### config.mk
export PLATFORM = sky130hd
export DESIGN_NAME = bullet_spawn_scheduler
export DESIGN_NICKNAME = d
export VERILOG_FILES = /design/src/rtl/bullet_spawn_scheduler.sv
export SDC_FILE = /design/constraint.sdc
export NUM_CORES = 1
export LEC_CHECK = 0
export BUFFER_PORTS_ARGS = -buffer_cell sky130_fd_sc_hd__buf_2
export CAP_MARGIN = 10
export CORE_AREA = 2 2 103 115
export CTS_BUF_LIST = sky130_fd_sc_hd__clkbuf_16
export CTS_CLUSTER_DIAMETER = 150
export CTS_CLUSTER_SIZE = 8
export DETAILED_ROUTE_END_ITERATION = 16
export DIE_AREA = 0 0 105 117
export PLACE_DENSITY_LB_ADDON = 0.08
export SETUP_SLACK_MARGIN = 0.3
export SYNTH_ARGS = -nofsm -noshare
export SYNTH_HDL_FRONTEND = slang
export SYNTH_SLANG_ARGS = --single-unit
### constraint.sdc
create_clock -name i_Clk -period 2.5 [get_ports i_Clk]
set_input_delay 0.375 -clock i_Clk [delete_from_list [all_inputs] [get_ports i_Clk]]
set_output_delay 0.375 -clock i_Clk [all_outputs]
set_load 0.01 [all_outputs]
### src/rtl/bullet_spawn_scheduler.sv
// Purpose: schedules enemy-bullet spawns (round-robin over alive enemies, up to
//          SHOTS_PER_PHASE per phase) and rate-limited player-bullet spawns.
// Latency: spawn pulses are registered, one cycle after the scan/press decision.
// Backpressure: none; a full slot mask ends the enemy scan, and a blocked press is dropped.
//
// Ports:
//   i_Clk, i_Rst           clock, synchronous active-low reset
//   i_Tick                 game-step enable pulse (phase counter, player cooldown)
//   i_EnemyState           alive mask, one bit per enemy
//   i_EnemyBulletState     occupied enemy-bullet slots (from datapath)
//   i_PlayerState          player alive
//   i_PlayerBulletState    occupied player-bullet slots (from datapath)
//   i_fPlayerShoot         synchronised shoot button level
//   o_fEnemySpawn/Src/Slot enemy-bullet spawn pulse, source enemy, target slot
//   o_fPlayerSpawn/Slot    player-bullet spawn pulse, target slot
//   o_Phase, o_fPhaseStart current phase (mod 4), one-cycle phase-change pulse
//   o_fBusy                enemy scan in progress
module bullet_spawn_scheduler #(
  parameter int MAX_ENEMY         = 15,
  parameter int MAX_ENEMY_BULLET  = 30,
  parameter int MAX_PLAYER_BULLET = 15,
  parameter int PHASE_TICKS       = 128,
  parameter int SHOTS_PER_PHASE   = 3,
  parameter int PLAYER_COOLDOWN   = 8
) (
  input  logic                         i_Clk,
  input  logic                         i_Rst,
  input  logic                         i_Tick,
  input  logic [MAX_ENEMY-1:0]         i_EnemyState,
  input  logic [MAX_ENEMY_BULLET-1:0]  i_EnemyBulletState,
  input  logic                         i_PlayerState,
  input  logic [MAX_PLAYER_BULLET-1:0] i_PlayerBulletState,
  input  logic                         i_fPlayerShoot,
  output logic                         o_fEnemySpawn,
  output logic [3:0]                   o_EnemySpawnSrc,
  output logic [4:0]                   o_EnemySpawnSlot,
  output logic                         o_fPlayerSpawn,
  output logic [3:0]                   o_PlayerSpawnSlot,
  output logic [1:0]                   o_Phase,
  output logic                         o_fPhaseStart,
  output logic                         o_fBusy
);

  localparam int PhW   = $clog2(PHASE_TICKS);
  localparam int ShotW = $clog2(SHOTS_PER_PHASE + 1);
  localparam int CdW   = $clog2(PLAYER_COOLDOWN + 1);

  typedef enum logic {IDLE = 1'b0, SCAN = 1'b1} scanState_t;

  function automatic logic [4:0] lowestEnemySlot(input logic [MAX_ENEMY_BULLET-1:0] m);
    lowestEnemySlot = '0;
    for (int i = MAX_ENEMY_BULLET - 1; i >= 0; i--)
      if (m[i]) lowestEnemySlot = 5'(i);
  endfunction

  function automatic logic [3:0] lowestPlayerSlot(input logic [MAX_PLAYER_BULLET-1:0] m);
    lowestPlayerSlot = '0;
    for (int i = MAX_PLAYER_BULLET - 1; i >= 0; i--)
      if (m[i]) lowestPlayerSlot = 4'(i);
  endfunction

  // ---------------- phase counter ----------------
  logic [PhW-1:0] phaseCnt;
  logic           phaseWrap;

  assign phaseWrap = i_Tick && (phaseCnt == PhW'(PHASE_TICKS - 1));

  always_ff @(posedge i_Clk) begin
    if (!i_Rst) begin
      phaseCnt      <= '0;
      o_Phase       <= '0;
      o_fPhaseStart <= 1'b0;
    end else begin
      o_fPhaseStart <= phaseWrap;
      if (phaseWrap) begin
        phaseCnt <= '0;
        o_Phase  <= o_Phase + 2'd1;
      end else if (i_Tick) begin
        phaseCnt <= phaseCnt + PhW'(1);
      end
    end
  end

  // ---------------- enemy scan FSM ----------------
  scanState_t             state, stateNext;
  logic [ShotW-1:0]       shots;
  logic [3:0]             scanned;
  logic [3:0]             idx, idxNext, rrPtr;
  logic [MAX_ENEMY_BULLET-1:0] ebShadow, ebFree;
  logic                   ebAny, doSpawn, scanDone, scanStart;
  logic [4:0]             ebSlot;

  // The datapath marks a slot occupied one cycle after our pulse, so the slot
  // currently being pulsed must be masked out by hand.
  always_comb begin
    ebShadow = '0;
    if (o_fEnemySpawn) ebShadow[o_EnemySpawnSlot] = 1'b1;
  end

  assign ebFree  = ~i_EnemyBulletState & ~ebShadow;
  assign ebAny   = |ebFree;
  assign ebSlot  = lowestEnemySlot(ebFree);
  assign idxNext = (idx == 4'(MAX_ENEMY - 1)) ? 4'd0 : idx + 4'd1;
  assign o_fBusy = (state == SCAN);

  always_ff @(posedge i_Clk) begin
    if (!i_Rst) state <= IDLE;
    else        state <= stateNext;
  end

  always_comb begin
    stateNext = state;
    doSpawn   = 1'b0;
    scanDone  = 1'b0;
    scanStart = 1'b0;
    case (state)
      IDLE: begin
        if (o_fPhaseStart) begin
          scanStart = 1'b1;
          stateNext = SCAN;
        end
      end
      SCAN: begin
        doSpawn  = i_EnemyState[idx] && ebAny;
        // Exit on last shot used, last enemy visited, or no slot left.
        scanDone = !ebAny
                 || (doSpawn && (shots == ShotW'(1)))
                 || (scanned == 4'(MAX_ENEMY - 1));
        if (scanDone) stateNext = IDLE;
      end
      default: stateNext = IDLE;
    endcase
  end

  always_ff @(posedge i_Clk) begin
    if (!i_Rst) begin
      shots            <= '0;
      scanned          <= '0;
      idx              <= '0;
      rrPtr            <= '0;
      o_fEnemySpawn    <= 1'b0;
      o_EnemySpawnSrc  <= '0;
      o_EnemySpawnSlot <= '0;
    end else begin
      o_fEnemySpawn <= doSpawn;
      if (scanStart) begin
        shots   <= ShotW'(SHOTS_PER_PHASE);
        scanned <= '0;
        idx     <= rrPtr;
      end else if (state == SCAN) begin
        idx     <= idxNext;
        scanned <= scanned + 4'd1;
        if (doSpawn) begin
          o_EnemySpawnSrc  <= idx;
          o_EnemySpawnSlot <= ebSlot;
          shots            <= shots - ShotW'(1);
        end
        if (scanDone) rrPtr <= idxNext;
      end
    end
  end

  // ---------------- player channel ----------------
  logic                         shootQ, press, playerIssue;
  logic [CdW-1:0]               cooldown;
  logic [MAX_PLAYER_BULLET-1:0] pbShadow, pbFree;

  always_comb begin
    pbShadow = '0;
    if (o_fPlayerSpawn) pbShadow[o_PlayerSpawnSlot] = 1'b1;
  end

  assign pbFree      = ~i_PlayerBulletState & ~pbShadow;
  assign press       = i_fPlayerShoot && !shootQ;
  assign playerIssue = press && i_PlayerState && (cooldown == '0) && (|pbFree);

  always_ff @(posedge i_Clk) begin
    if (!i_Rst) begin
      shootQ            <= 1'b0;
      cooldown          <= '0;
      o_fPlayerSpawn    <= 1'b0;
      o_PlayerSpawnSlot <= '0;
    end else begin
      shootQ         <= i_fPlayerShoot;
      o_fPlayerSpawn <= playerIssue;
      if (playerIssue) begin
        o_PlayerSpawnSlot <= lowestPlayerSlot(pbFree);
        cooldown          <= CdW'(PLAYER_COOLDOWN);
      end else if (i_Tick && (cooldown != '0)) begin
        cooldown <= cooldown - CdW'(1);
      end
    end
  end

endmodule

==> impl_metrics.toml <==
[synthesis]
synth-edff-count = 0
ys_async_sr_fraction_pct = 0
yosys_register_bits = 45
syn_area_um2 = 3270
ys_seq_area_share_pct = 27.5
syn_area_per_cell_um2 = 7.96
netlist_instances = 411
synth-main-ff-cell = "dfxtp_1"
synth_fp_nets = 481
ys_warn_count = 0
yosys.cell_types.count = 66

[route]
drt_wl_total_um = 9870
routedWlPerCell_um = 14.6
via_per_inst = 5.10
vias = 3449
dr.pass1.iters = 4
drc = 0
drtIter0Drc = 110
ant_nets = 0

[sta]
rsz0062_at_grt = "true"
hold_slack_ns = 0.312
skew_ns = 0.00814
clock.fmax_mhz = 450
tightest_slew_ns = 0.402
fin_crit_sh_pct = 88.9
slew_headroom_pct = 72.8
layout_min_cycle_time_ns = 2.22
tns_ns = 0
setup_viol = 0
slew_viol_final = 0
hold_viol = 0

[global_routing]
grt_pass1_wl_um = 15400
grt_max_degree = 21
grt_util_all_layers_pct = 15.5
antenna_found_initial = 0
first_global_vias = 3216
overflow = 0

[setup_path]
critPathArrivalTime_ns = 2.43
start_kind = "flip-flop"
crit_path_max_fanout = 6
cp-end-kind = "flip-flop"
cp_data_required_time_ns = 2.70
crit_type = "flip-flop to flip-flop"

[clocking]
cts_tree = "built"
cts_root_buf = "clkbuf_16"
clk_pin_slew_worst_paths_ns = 0.06
clk_path_buf_depth = 2
clock_latency_ns = 0.28
cts_buffers = 5
htreeDepth = 2
postCtsHoldBufs = 0
cts_sinks = 45

[power]
ir_drop_uv = 268
powerDensity_nw_per_um2 = 431
leakage_nw = 1.89

[floorplan]
die_h_um = 117
core-area_um2 = 11200
die_area_um2 = 12300
pin_count = 84
die_w_um = 105
start_util_pct = 29.3
rows = 41

[layout]
fillers = 1196
drive_gt1_share_pct = 40.5
layout-area-overhead-vs-synth_pct = 40.7
layout_commonest_cell = "buf_2"
fin_util_pct = 41.2
fin_area_um2 = 4610
mostFrequentLayoutCells = "83 x buf_2, 53 x nor2_1, 43 x buf_4"
regArea_um2 = 927
nets = 596
multi_input_area_um2 = 2480
diodes = 0
fin_cells = 676

[placed_design]
port_buffers = 83
dp.final_hpwl_um = 7510
numPlacedInstances = 644
placed_area_um2 = 3960
routabilityCongestion = 0.808

[flow_run]
max-cap-violations = 0

[min_path]
min_path_type = "input pin to flip-flop"

[status]
status = "completed"
[what timing repair did]
item / in CTS / in global routing
buffers inserted: 12 / 13
gates resized for setup: 26 / 47
setup endpoints to repair: 19 / 22
gates cloned: 0 / 0
pin swaps: 8 / 19
[sequential cells by signal, summed over array words and instances, names as in the netlist]
signal             count
phaseCnt               7
o_EnemySpawnSlot       5
cooldown               4
idx                    4
o_EnemySpawnSrc        4
o_PlayerSpawnSlot      4
rrPtr                  4
scanned                4
o_Phase                2
shots                  2
o_fBusy                1
o_fEnemySpawn          1
o_fPhaseStart          1
o_fPlayerSpawn         1
shootQ                 1
[cell type report]
cell class | count | area share, %
clock buffer | 5 | 2.72
clock inverter | 2 | 0.761
inverter | 15 | 1.22
multi-input combinational | 328 | 53.8
sequential | 45 | 20.1
tap | 150 | 4.07
timing repair buffer | 131 | 17.3
[logic make-up after synthesis]
kind of cell             Yosys count  synth area share (%)
multiplexers                      23                  8.68
flip-flops                        45                  27.5
XOR/XNOR                          12                  3.21
buffers and inverters             38                  4.93
adder cells (fa/ha/maj)            5                  1.91
AO/OA/AOI/OAI                    123                  24.7
AND/OR/NAND/NOR                  165                  29.0
[final timing paths]
check,endpoint,slack [ns],start,cells after the start
setup / recovery,o_EnemySpawnSlot[3],0.28,o_EnemySpawnSlot[3],8
hold / removal,shootQ,0.31,i_fPlayerShoot,2
setup reg to reg,o_EnemySpawnSlot[3],0.28,o_EnemySpawnSlot[3],8
hold reg to reg,rrPtr[0],0.47,rrPtr[0],2
[Yosys cell counts (4+ instances only)]
master,number,area (um2)
and2_1,7,43.8
nand2_1,34,128
mux4_2,4,90.1
nand4_1,4,25.0
ha_1,5,62.6
dfxtp_1,45,901
nor2b_1,5,31.3
a31oi_1,7,43.8
nor2_1,53,199
nand2b_1,6,37.5
nand4b_1,4,35.0
nor4_1,5,31.3
a21oi_1,45,225
a21o_1,7,52.6
a211oi_1,10,75.1
mux2i_1,16,160
nor3b_1,5,37.5
clkbuf_1,15,56.3
and3b_1,5,43.8
nand3_1,5,25.0
nor3_1,7,35.0
o31ai_1,6,45.0
xor2_1,6,52.6
inv_1,14,52.6
buf_2,6,30.0
nor4_2,4,50.1
and3_1,4,25.0
xnor2_1,6,52.6
o21ai_0,13,65.1
[metal layers]
metal  vias to the layer above  global-route usage [%]  routed length (um)
li1                       1748                       -                   -
met1                      1624                    19.0                4510
met2                        66                    28.1                4840
met3                        11                    2.99                 390
met4                         0                    3.64                 128
met5                         -                       0                   0
[critical path, cell delays in order (launching register included)]
cell and delay [ns]:
dfxtp_4 0.38, buf_6 0.13, and3b_2 0.35, a21oi_4 0.09, nor4_4 0.37, buf_4 0.17
a31oi_1 0.10, or4_1 0.42, a21oi_1 0.14
[report_power, final]
part / switching, W / leakage [nW] / internal [W]
registers: 0.0000463 / 0.371 / 0.000751
logic: 0.000244 / 1.44 / 0.000214
clock network: 0.000265 / 0.0797 / 0.000464
[metrics by stage]
step | worst slack [ns] | power (W)
after global placement | 0.112 | 0.00124
final | 0.278 | 0.00198
after global routing | 0.153 | 0.00211
after floorplan | 0.308 | 0.00109
after CTS | 0.253 | 0.00199
after detailed placement | 0.0892 | 0.00124
Note: power is estimated with default switching activity, not from simulation.
